<file path="config.mk">
export PLATFORM = sky130hd
export DESIGN_NAME = step_sched
export DESIGN_NICKNAME = d
export VERILOG_FILES = /design/src/rtl/step_sched.sv
export SDC_FILE = /design/constraint.sdc
export NUM_CORES = 1
export LEC_CHECK = 0
export ABC_AREA = 1
export ABC_CLOCK_PERIOD_IN_PS = 10140
export BUFFER_PORTS_ARGS = -buffer_cell sky130_fd_sc_hd__buf_2
export CAP_MARGIN = 20
export CORE_ASPECT_RATIO = 0.6
export CORE_UTILIZATION = 35
export CTS_CLUSTER_DIAMETER = 30
export DETAILED_ROUTE_END_ITERATION = 16
export SLEW_MARGIN = 10
export SYNTH_ARGS = -nofsm -noshare
export SYNTH_HDL_FRONTEND = slang
export SYNTH_SLANG_ARGS = --single-unit
</file>
<file path="constraint.sdc">
create_clock -name clk -period 10.14 [get_ports clk]
set_input_delay 0.507 -clock clk [delete_from_list [all_inputs] [get_ports clk]]
set_output_delay 0.507 -clock clk [all_outputs]
set_load 0.05 [all_outputs]
</file>
<file path="src/rtl/step_sched.sv">
// Step pulse scheduler: dequeues moves (dir, count, interval) from a small FIFO
// and emits timed step pulses plus direction to the pin output stage.
//
// state | meaning
// IDLE  | no move executing, waiting for a queued move
// WAIT  | timer counting down to the next step rise
// PULSE | step_pulse high, pulse width counter running
module step_sched #(
  parameter int FIFO_DEPTH = 4
) (
  input  logic        clk,
  input  logic        rst,
  output logic        step_pulse,
  output logic        dir,
  input  logic        wb_stb_i,
  input  logic        wb_cyc_i,
  input  logic        wb_we_i,
  input  logic [3:0]  wb_adr_i,
  input  logic [31:0] wb_dat_i,
  output logic [31:0] wb_dat_o,
  output logic        wb_ack_o
);

  localparam int AW = (FIFO_DEPTH > 1) ? $clog2(FIFO_DEPTH) : 1;
  localparam int LW = AW + 1;

  typedef enum logic [1:0] {IDLE, WAIT, PULSE} state_t;

  state_t          state, state_nxt;
  logic [31:0]     mem [FIFO_DEPTH];
  logic [AW-1:0]   rd_ptr, wr_ptr;
  logic [LW-1:0]   level;
  logic            overflow;
  logic [7:0]      pulse_ticks;
  logic [7:0]      pcnt;
  logic [10:0]     remaining;
  logic [19:0]     timer;
  logic [19:0]     interval_r;
  logic            busy;

  logic            wr_en, enq, set_pt, flush;
  logic            fifo_empty, fifo_full, do_enq, deq, start;
  logic            rise, pulse_done, move_end;
  logic [31:0]     head;
  logic            head_dir;
  logic [10:0]     head_cnt;
  logic [19:0]     head_iv, first_timer, period_val;
  logic [8:0]      pt_p1;

  assign wr_en  = wb_cyc_i && wb_stb_i && wb_we_i;
  assign enq    = wr_en && (wb_adr_i == 4'd0);
  assign set_pt = wr_en && (wb_adr_i == 4'd1);
  assign flush  = wr_en && (wb_adr_i == 4'd3);

  assign fifo_empty = (level == '0);
  assign fifo_full  = (level == LW'(FIFO_DEPTH));
  assign head       = mem[rd_ptr];
  assign head_dir   = head[31];
  assign head_cnt   = head[30:20];
  assign head_iv    = head[19:0];

  assign rise       = (state == WAIT) && (timer == 20'd1);
  assign pulse_done = (state == PULSE) && (pcnt == 8'd1);
  assign move_end   = pulse_done && (remaining == '0);
  assign deq        = !fifo_empty && !flush && ((state == IDLE) || move_end);
  // zero-count moves are consumed from the FIFO but never started
  assign start      = deq && (head_cnt != '0);
  assign do_enq     = enq && (!fifo_full || deq);

  assign first_timer = (head_iv == '0) ? 20'd1 : head_iv;
  assign pt_p1       = {1'b0, pulse_ticks} + 9'd1;
  assign period_val  = (interval_r > {11'd0, pt_p1}) ? interval_r : {11'd0, pt_p1};

  always_ff @(posedge clk) begin
    if (rst) state <= IDLE;
    else     state <= state_nxt;
  end

  always_comb begin
    state_nxt = state;
    case (state)
      IDLE:  if (start) state_nxt = WAIT;
      WAIT:  if (rise) state_nxt = PULSE;
      PULSE: begin
        if (pulse_done) begin
          if (remaining != '0) state_nxt = WAIT;
          else if (start)      state_nxt = WAIT;
          else                 state_nxt = IDLE;
        end
      end
      default: state_nxt = IDLE;
    endcase
    if (flush) state_nxt = IDLE;
  end

  always_comb begin
    busy     = (state != IDLE);
    wb_ack_o = 1'b1;
    case (wb_adr_i)
      4'd0:    wb_dat_o = {23'd0, dir, 3'd0, overflow, busy, 3'(level)};
      4'd1:    wb_dat_o = {21'd0, remaining};
      default: wb_dat_o = 32'd0;
    endcase
  end

  always_ff @(posedge clk) begin
    if (do_enq) mem[wr_ptr] <= wb_dat_i;
  end

  always_ff @(posedge clk) begin
    if (rst) begin
      rd_ptr      <= '0;
      wr_ptr      <= '0;
      level       <= '0;
      overflow    <= 1'b0;
      pulse_ticks <= 8'd2;
      pcnt        <= '0;
      remaining   <= '0;
      timer       <= '0;
      interval_r  <= '0;
      dir         <= 1'b0;
      step_pulse  <= 1'b0;
    end else if (flush) begin
      rd_ptr     <= '0;
      wr_ptr     <= '0;
      level      <= '0;
      overflow   <= 1'b0;
      remaining  <= '0;
      step_pulse <= 1'b0;
    end else begin
      if (do_enq) wr_ptr <= wr_ptr + AW'(1);
      if (enq && !do_enq) overflow <= 1'b1;
      if (deq) rd_ptr <= rd_ptr + AW'(1);
      if (do_enq && !deq)      level <= level + LW'(1);
      else if (!do_enq && deq) level <= level - LW'(1);
      if (set_pt) pulse_ticks <= (wb_dat_i[7:0] == 8'd0) ? 8'd1 : wb_dat_i[7:0];

      // one down-counter serves both the first interval and the step period
      case (state)
        WAIT: begin
          if (timer == 20'd1) begin
            step_pulse <= 1'b1;
            remaining  <= remaining - 11'd1;
            timer      <= period_val;
            pcnt       <= pulse_ticks;
          end else begin
            timer <= timer - 20'd1;
          end
        end
        PULSE: begin
          timer <= timer - 20'd1;
          if (pcnt == 8'd1) step_pulse <= 1'b0;
          else              pcnt <= pcnt - 8'd1;
        end
        default: ;
      endcase

      if (start) begin
        dir        <= head_dir;
        remaining  <= head_cnt;
        timer      <= first_timer;
        interval_r <= head_iv;
      end
    end
  end

endmodule

</file>
After elaboration in Yosys (flattened, before gate mapping)
Memory sizes are Yosys's and may differ from the RTL's. A register that Yosys moved wholly into a read port is not among the register bits.
Cells that the tools add are included.
{"block": "word_totals", "inputBits": 41, "n_memories": 1, "mem_bits_rw": 128, "output_inout_bits": 35, "regBits": 79, "elab_cells": 108}
{"block": "classes", "reduce_logical": 44, "eq_ne": 13, "n_addsub": 8, "bitwise": 1, "magnitude_cmp": 1, "mux": 28}
{"name": "mem", "depth": 4, "word_bits": 32, "read_ports": 1, "rd_ports_with_merged_regs": 1, "write_ports": 1, "line_no": "30", "rtl": "logic [31:0] mem [FIFO_DEPTH];"}
{"operator": "$mux 20", "n": 4}
{"operator": "$pmux 20 s2", "n": 1}
{"operator": "$mux 11", "n": 3}
{"operator": "$mux 8", "n": 3}
{"operator": "$pmux 11 s2", "n": 1}
{"operator": "$reduce_bool 11->1", "n": 2}
{"operator": "$eq 20x1->1 const B", "n": 1}
{"operator": "$gt 20x9->1", "n": 1}
{"operator": "$logic_not 20->1", "n": 1}
{"operator": "$sub 20x1->20 const B", "n": 1}
{"operator": "$pmux 8 s2", "n": 1}
{"operator": "$logic_and 1x1->1", "n": 15}
{"operator": "$logic_not 11->1", "n": 1}
{"operator": "$sub 11x1->11 const B", "n": 1}
{"operator": "$mux 2", "n": 5}
{"operator": "$reduce_bool 2->1", "n": 5}
{"operator": "$add 8x1->9 const B", "n": 1}
{"operator": "$eq 8x1->1 const B", "n": 1}
{"operator": "$logic_not 8->1", "n": 1}
{"operator": "$ne 2x2->1 const B", "n": 4}
{"operator": "$reduce_and 2->1", "n": 4}
{"operator": "$sub 8x1->8 const B", "n": 1}
{"operator": "$mux 1", "n": 6}
{"operator": "$mux 3", "n": 2}
{"operator": "other kinds (21)", "n": 29}

Longest topological paths before layout
Gate-level depths: netlist (run 1).
{"block": "depth", "depth_word": 12, "ltp_mapped": 19, "mapped_depth_nobuf": 19}

Worst setup path after synthesis (run 1)
OpenSTA, ideal clock, no wires.
{"block": "synth_path", "path_kind": "reg-to-reg", "startpoint": "register remaining[0]", "endpoint": "memory mem[0][0] (enable)", "t_arrival_ns": 2.908, "path_stages_with_launch": 13, "period_less_slack_ns": 3.329, "path_slack_ns": 6.811, "required_time_ns": 9.719, "setup_time_ns": 0.421, "path_cell_list": "dfxtp_1 -> inv_1 -> ha_1 -> nand2_1 -> nor2_1 -> nand3_1 -> nor2_1 -> nor2_1 -> nor2_8 -> inv_1 -> nand3_1 -> nand2_1 -> nor2_1"}
{"block": "synth_via", "elab_chain_cells": 8}
{"item": "start: declaration", "line_no": "36", "rtl": "logic [10:0] remaining;"}
{"item": "start signal: assignment", "line_no": "143", "rtl": "remaining <= remaining - 11'd1;"}
{"item": "start signal: assignment", "line_no": "160", "rtl": "remaining <= head_cnt;"}
{"item": "$logic_not 11->1", "line_no": "64", "rtl": "assign move_end = pulse_done && (remaining == '0);"}
{"item": "$logic_and 1x1->1", "line_no": "64"}
{"item": "$logic_or 1x1->1", "line_no": "65", "rtl": "assign deq = !fifo_empty && !flush && ((state == IDLE) || move_end);"}
{"item": "$logic_and 1x1->1", "line_no": "65"}
{"item": "$logic_or 1x1->1", "line_no": "68", "rtl": "assign do_enq = enq && (!fifo_full || deq);"}
{"item": "$logic_and 1x1->1", "line_no": "68"}
{"item": "$mux 1", "line_no": "107", "rtl": "if (do_enq) mem[wr_ptr] <= wb_dat_i;"}
{"item": "$mux 1 (implied by the code)", "line_no": "107"}
{"item": "end: declaration", "line_no": "30"}
No other way between the ends.

==> results of run 1 <==
power by group:
| group | leakage (nW) | internal [mW] | switching, mW |
|---|---|---|---|
| clock network | 0.550 | 0.687 | 0.444 |
| registers | 1.82 | 1.01 | 0.103 |
| logic | 2.61 | 0.422 | 0.988 |
| total | 4.98 | 2.12 | 1.53 |
routing by layer:
metal	routed length (um)	track usage, %	up-vias
li1	-	-	4225
met1	14200	29.2	3920
met2	10300	24.0	303
met3	2320	4.42	50
met4	501	4.01	2
met5	12	0	-
cell type report:
| cell class | instances | share of cell area [%] |
|---|---|---|
| Inverter | 110 | 3.41 |
| Sequential cell | 209 | 45.1 |
| Timing Repair Buffer | 60 | 3.10 |
| Clock inverter | 22 | 2.15 |
| Clock buffer | 36 | 7.17 |
| Tap cell | 400 | 4.13 |
| Multi-Input combinational cell | 885 | 34.9 |
Yosys cell counts (all sizes together), types with 2 or more instances:
cell | count | area, um^2
nand3 | 137 | 691
or2 | 4 | 25.0
a21oi | 62 | 314
a211oi | 8 | 75.1
buf | 46 | 348
clkinv | 2 | 7.51
xor2 | 13 | 114
ha | 24 | 300
a31oi | 6 | 37.5
clkbuf | 22 | 83.8
xnor2 | 3 | 26.3
inv | 108 | 405
nand2 | 337 | 1270
edfxtp | 128 | 3840
o211ai | 2 | 15.0
dfxtp | 81 | 1620
o21ai | 80 | 400
nor2 | 149 | 588
nor4 | 2 | 12.5
nor3 | 14 | 80.1
o22ai | 3 | 18.8
conb | 2 | 7.51
nand4 | 12 | 75.1
final timing paths:
kind                     end  slack [ns]    startpoint
setup / recovery    timer[2]        6.44      register
hold / removal    mem[2][16]        0.15  wb_dat_i[16]
hold reg to reg     overflow        0.47      overflow
setup reg to reg    timer[2]        6.44      register
through the flow:
stage | setup WS [ns] | std cells | utilization, % | hold slack [ns]
floorplan | 6.81 | 1272 | - | 0.436
global placement | 6.51 | 1660 | 37.6 | 0.451
detailed placement | 6.48 | 1661 | 37.6 | 0.451
CTS | 6.44 | 1719 | 41.5 | 0.123
global route | 6.08 | 1722 | 41.8 | 0.136
finish | 6.44 | 1722 | 41.8 | 0.147
flip-flops by register name, indices dropped and copies added, names as in the netlist, 2 cells and up, named ones only:
signal / count
pulse_ticks: 8
remaining: 11
timer: 20
mem: 128
state: 2
rd_ptr: 2
level: 3
pcnt: 8
wr_ptr: 2
interval_r: 20
worst reg2reg max path: cells and delay by family, from the launching register on:
kind / cells / cell delay (ns)
AND/OR/NAND/NOR: 10 / 1.46
buffers and inverters: 4 / 1.69
flip-flops: 1 / 0.31
AO/OA/AOI/OAI: 1 / 0.18
cells by family (layout without fill, tap and decap cells):
group,Yosys count,count (layout)
compound gates,164,164
mux,1,1
simple gates,657,657
fa+ha+maj,25,25
other cells,2,22
flops,209,209
buf+inv,178,228
xor+xnor,16,16
==> impl_metrics.yaml, run 1 <==
floorplanning:
  die_h_um: 136
  dieArea_um2: 30500
  io_pins: 76
  start_util_pct: 36.0
  coreArea_um2: 29000
  die_x_um: 225
  rows: 48
timing:
  finalCriticalPeriod_ns: 3.70
  max_freq_mhz: 270
  setup_tns_ns: 0
  finalSetupViolations: 0
  tightest_slew_ns: 1.06
  relSlewSlack_pct: 29.1
  rsz0062_at_grt: "false"
  finalMaxSlewViolations: 0
  fin_skew_ns: 0.0175
  hold_viol: 0
  finalCritPeriodShare_pct: 36.5
critical_path:
  path_depth: 15
  cp.required_ns: 10.65
  crit_path_max_fanout: 65
  cpPeakStageDelay_ns: 0.69
  worstPathArrival_ns: 4.20
  crit_top_cell: "nand2_1"
  crit_buf_inv: 4
  startpoint_type: "register"
  reg2regPathDepth: 15
  critPathKind: "register to register"
  cp-end-kind: "register"
  path_cells: "buf_4 -> inv_2 -> buf_4 -> nand2_1 -> nand2_1 -> nand2_1 -> o21ai_1 -> nor2_2 -> nand3_2 -> nand2_4 -> inv_2 -> nand3_1 -> nand2_1 -> nor2_1 -> nor2_1"
  cp_slowest_cell: "inv_2"
  critical_path.top_delay_family: "buffers and inverters"
yosys:
  synthMuxAreaShare_pct: 0.0959
  synth_fa_ha_area_share_pct: 3.07
  ys_seq_elements: 209
  ys_types: 43
  ys_warn_count: 0
  synth_edf_count: 128
  yosys_most_used_dff: "edfxtp_1"
  synthCells: 1252
  synth_top_family_by_area: "simple AND/OR/NAND/NOR gates"
  synth_xor_xnor_area_share_pct: 1.34
  avgSynthCellArea_um2: 8.33
  syn_area_um2: 10400
  synth-compound-area-share_pct: 8.48
  synthSimpleGateAreaFrac_pct: 26.5
  ys_seq_area_share_pct: 52.4
  synthArstFlopShare_pct: 0
finish:
  fillers: 2928
  antenna_cells: 0
  area.growth.synth_to_final_pct: 16.1
  fin_area_um2: 12100
  final_common_cell: "nand2_1"
  multi_input_area_um2: 4230
  drive_above_1_share_pct: 10.9
  ff_latch_area_um2: 5470
  final_cell_mix: "335 x nand2_1, 139 x nor2_1, 136 x nand3_1"
  nets: 1363
placed_design:
  port_buffers: 53
  routabilityCongestion: 0.927
  dp_hpwl_mm: 18.8
  dpl_cell_area_um2: 10900
route:
  wl_per_cell_um: 15.9
  dr.pass1.iters: 6
  drc: 0
  wl_mm: 27.4
  via_per_inst: 4.94
  antenna_left: 0
  drtIter0Drc: 825
  vias: 8500
clocking:
  clk_pin_slew_ns: 0.06
  post_cts_buffers: 0
  cts.sinks: 209
  cts_buffer_depth: 3
  cts_hold_buf: 0
  cts-buffers-inserted: 31
  cts_tree: "yes"
  clock_latency_ns: 0.57
  cts.htree.levels: 1
  cts_root_buffer: "clkbuf_16"
  cts_resized: 0
power:
  powerDensity_nw_per_um2: 302
  total_power_mw: 3.66
  ir_worst_vdd_uv: 140
  p_leak_nw: 4.98
global_route:
  grt_pass1_vias: 7617
  grt.total_usage_pct: 18.2
  grt_pass1_wl_mm: 43.3
  antenna_found_initial: 1
  overflow: 0
  grt_max_degree: 66
outcome:
  status: "finished, final reports clean"
job:
  drv_cap: 0
hold_path:
  hold_path.class: "primary input to register"
  min_delay_path_depth: 1
(Power assumes the default switching activity.)
==> inputs of run 2 (changes only) <==
ABC_AREA = 0   (was 1)
ABC_CLOCK_PERIOD_IN_PS = 3800   (was 10140)
clock period = 3.8 ns   (was 10.14 ns; I/O delays follow)
==> run 2 against run 1 <==
Net effect: clock-buffer cell count fell by 4; clock power rose to 2.6 times the previous value; utilization rose by 1.8 points; global-route usage fell by 1.7 points; sequential power rose to 2.8 times the previous value; largest cell class unchanged; sequential share of layout area rose by 1.7 points; synthesized cell count fell by 34%; largest power group is now registers.
==> impl_metrics.yaml, run 2 <==
timing:
  fin_skew_ns: 0.0320
  setup_tns_ns: 0
  relSlewSlack_pct: 28.5
  finalCritPeriodShare_pct: 87.4
  tightest_slew_ns: 1.07
  rsz0062_at_grt: "false"
  setup_slack_ns: 0.478
  finalSetupViolations: 0
  finalCriticalPeriod_ns: 3.32
  finalMaxSlewViolations: 0
  hold_viol: 0
  max_freq_mhz: 301
floorplanning:
  io_pins: 76
  rows: 46
  dieArea_um2: 28400
  die_h_um: 131
  die_x_um: 217
  start_util_pct: 36.1
  coreArea_um2: 26800
route:
  met2_length_mm: 8.74
  antenna_left: 0
  met1_length_mm: 12.2
  drtIter0Drc: 474
  vias: 6688
  dr.pass1.iters: 5
  wl_per_cell_um: 17.6
  met3_length_mm: 1.68
  via_per_inst: 5.13
  drc: 0
  wl_mm: 23.0
  top_layer_used: "met5"
yosys:
  synth_common_cells: "128 x edfxtp_1, 86 x nand2_1, 81 x dfxtp_1, 71 x a21oi_1, 65 x nor2_1"
  ys_seq_elements: 209
  avgSynthCellArea_um2: 11.8
  ys_types: 65
  yosys.area.top_type: "edfxtp_1"
  ys_warn_count: 0
  synth_edf_count: 128
  synth.most_common_cell: "edfxtp_1"
  synthCells: 823
  synthTopCellsByArea: "edfxtp_1 40%, dfxtp_1 17%, mux4_2 7.4%"
  synthArstFlopShare_pct: 0
  syn_area_um2: 9690
  synth_top_area_share_pct: 39.7
  yosys_most_used_dff: "edfxtp_1"
  ys_seq_area_share_pct: 56.4
hold_path:
  min_delay_path_depth: 5
  hp-start: "wb_stb_i"
  hold_path.class: "primary input to register"
  holdPathEnd: "overflow"
critical_path:
  path_cells: "ha_1 -> nand3_1 -> xor2_1 -> ha_1 -> and4_1 -> nand3_1 -> a21oi_1 -> a311oi_1 -> buf_4 -> nor2_1 -> o21ai_0 -> o311a_1 -> a2111oi_1"
  reg2regPathDepth: 13
  worstPathArrival_ns: 3.76
  timing.rr.start: "pulse_ticks[0]"
  crit_path_max_fanout: 13
  critPathKind: "register to register"
  cp-end-kind: "register"
  startpoint_type: "register"
  r2r_end: "timer[0]"
  cpPeakStageDelay_ns: 0.53
  r2r_setup_slack_ns: 0.48
  cp_slowest_cell: "dfxtp_1"
  cp.required_ns: 4.24
global_route:
  overflow: 0
  grt_pass1_vias: 6357
  grt.total_usage_pct: 16.5
  grt_pass1_wl_mm: 36.3
  antenna_found_initial: 2
  grt_max_degree: 62
placed_design:
  port_buffers: 53
  dpl_cell_area_um2: 10300
  routabilityCongestion: 0.914
  preCtsSetupSlack_ns: 0.505
  dp_hpwl_mm: 15.6
power:
  ir_worst_vdd_uv: 409
  powerDensity_nw_per_um2: 760
  p_leak_nw: 4.11
clocking:
  cts.htree.levels: 1
  cts_tree: "yes"
  clock_latency_ns: 0.57
  cts_buffer_depth: 3
  cts-buffers-inserted: 30
  cts_root_buffer: "clkbuf_16"
  cts_resized: 0
  clk_pin_slew_ns: 0.05
  cts.sinks: 209
outcome:
  status: "finished, final reports clean"
finish:
  area.growth.synth_to_final_pct: 20.5
  largest_register: "mem"
  drive_above_1_share_pct: 18.9
  largest_register_ffs: 128
  top_regs: "mem (128), interval_r (20), timer (20)"
  fillers: 2528
  nets: 984
  final_common_cell: "edfxtp_1"
  fin_area_um2: 11700
  final_cell_mix: "128 x edfxtp_1, 86 x nand2_1, 80 x dfxtp_1"
job:
  drv_cap: 0
run 2: how the worst max path moves through the flow:
stage	from	end	slack (ns)	cells after the start
4_1_cts	pulse_ticks[0]	timer[0]	0.49	13
6_report	pulse_ticks[0]	timer[0]	0.48	13
5_1_grt	pulse_ticks[0]	timer[0]	0.14	13
3_3_place_gp	pulse_ticks[0]	timer[1]	0.61	13
2_1_floorplan	remaining[4]	mem[0][0]	0.92	6
3_5_place_dp	pulse_ticks[0]	timer[0]	0.51	13
run 2: logic make-up after synthesis:
group | Yosys count | share of synthesized area, %
xor+xnor | 26 | 2.35
other cells | 2 | 0.0775
buf+inv | 90 | 4.89
compound gates | 173 | 11.8
flops | 209 | 56.4
mux | 44 | 8.69
simple gates | 254 | 12.5
fa+ha+maj | 25 | 3.30
run 2: repair_timing:
item / in CTS / in global routing
endpoints found under the hold margin: 130 / 0
setup buffers: 0 / 0
hold buffers: 32 / 0
run 2: per-layer routing:
metal	track usage, %	vias to the layer above
li1	-	3245
met4	3.23	2
met3	4.17	33
met1	26.4	3212
met2	21.9	196
met5	0	-
run 2: final cells by class:
class | count | area (um^2) | area share (%)
Sequential cell | 209 | 5470 | 46.8
Multi-Input combinational cell | 544 | 3830 | 32.8
Clock buffer | 32 | 768 | 6.58
Timing Repair Buffer | 108 | 758 | 6.49
Tap cell | 360 | 450 | 3.86
Clock inverter | 24 | 307 | 2.63
Inverter | 25 | 93.8 | 0.804
Antenna cell | 1 | 2.50 | 0.0214
run 2: power by group:
group	total [mW]	switching (mW)	internal, mW
sequential	3.08	0.380	2.70
clock	2.91	1.12	1.79
combinational	2.89	1.75	1.13
run 2: critical path, delay by kind of cell, from the launching register on:
kind	cells	cell delay, ns
simple gates	4	0.76
compound gates	5	0.95
fa+ha+maj	2	0.57
buf+inv	1	0.22
xor+xnor	1	0.19
flops	1	0.53
run 2: through the flow:
stage	instances	hold WS [ns]	total power [mW]	util [%]
final	1303	0.221	8.88	43.5
after global routing	1303	0.240	9.39	43.5
after CTS	1302	0.200	8.90	43.5
after detailed placement	1214	0.412	5.95	38.3
after global placement	1214	0.409	5.93	38.3
after floorplan	843	0.289	5.25	-
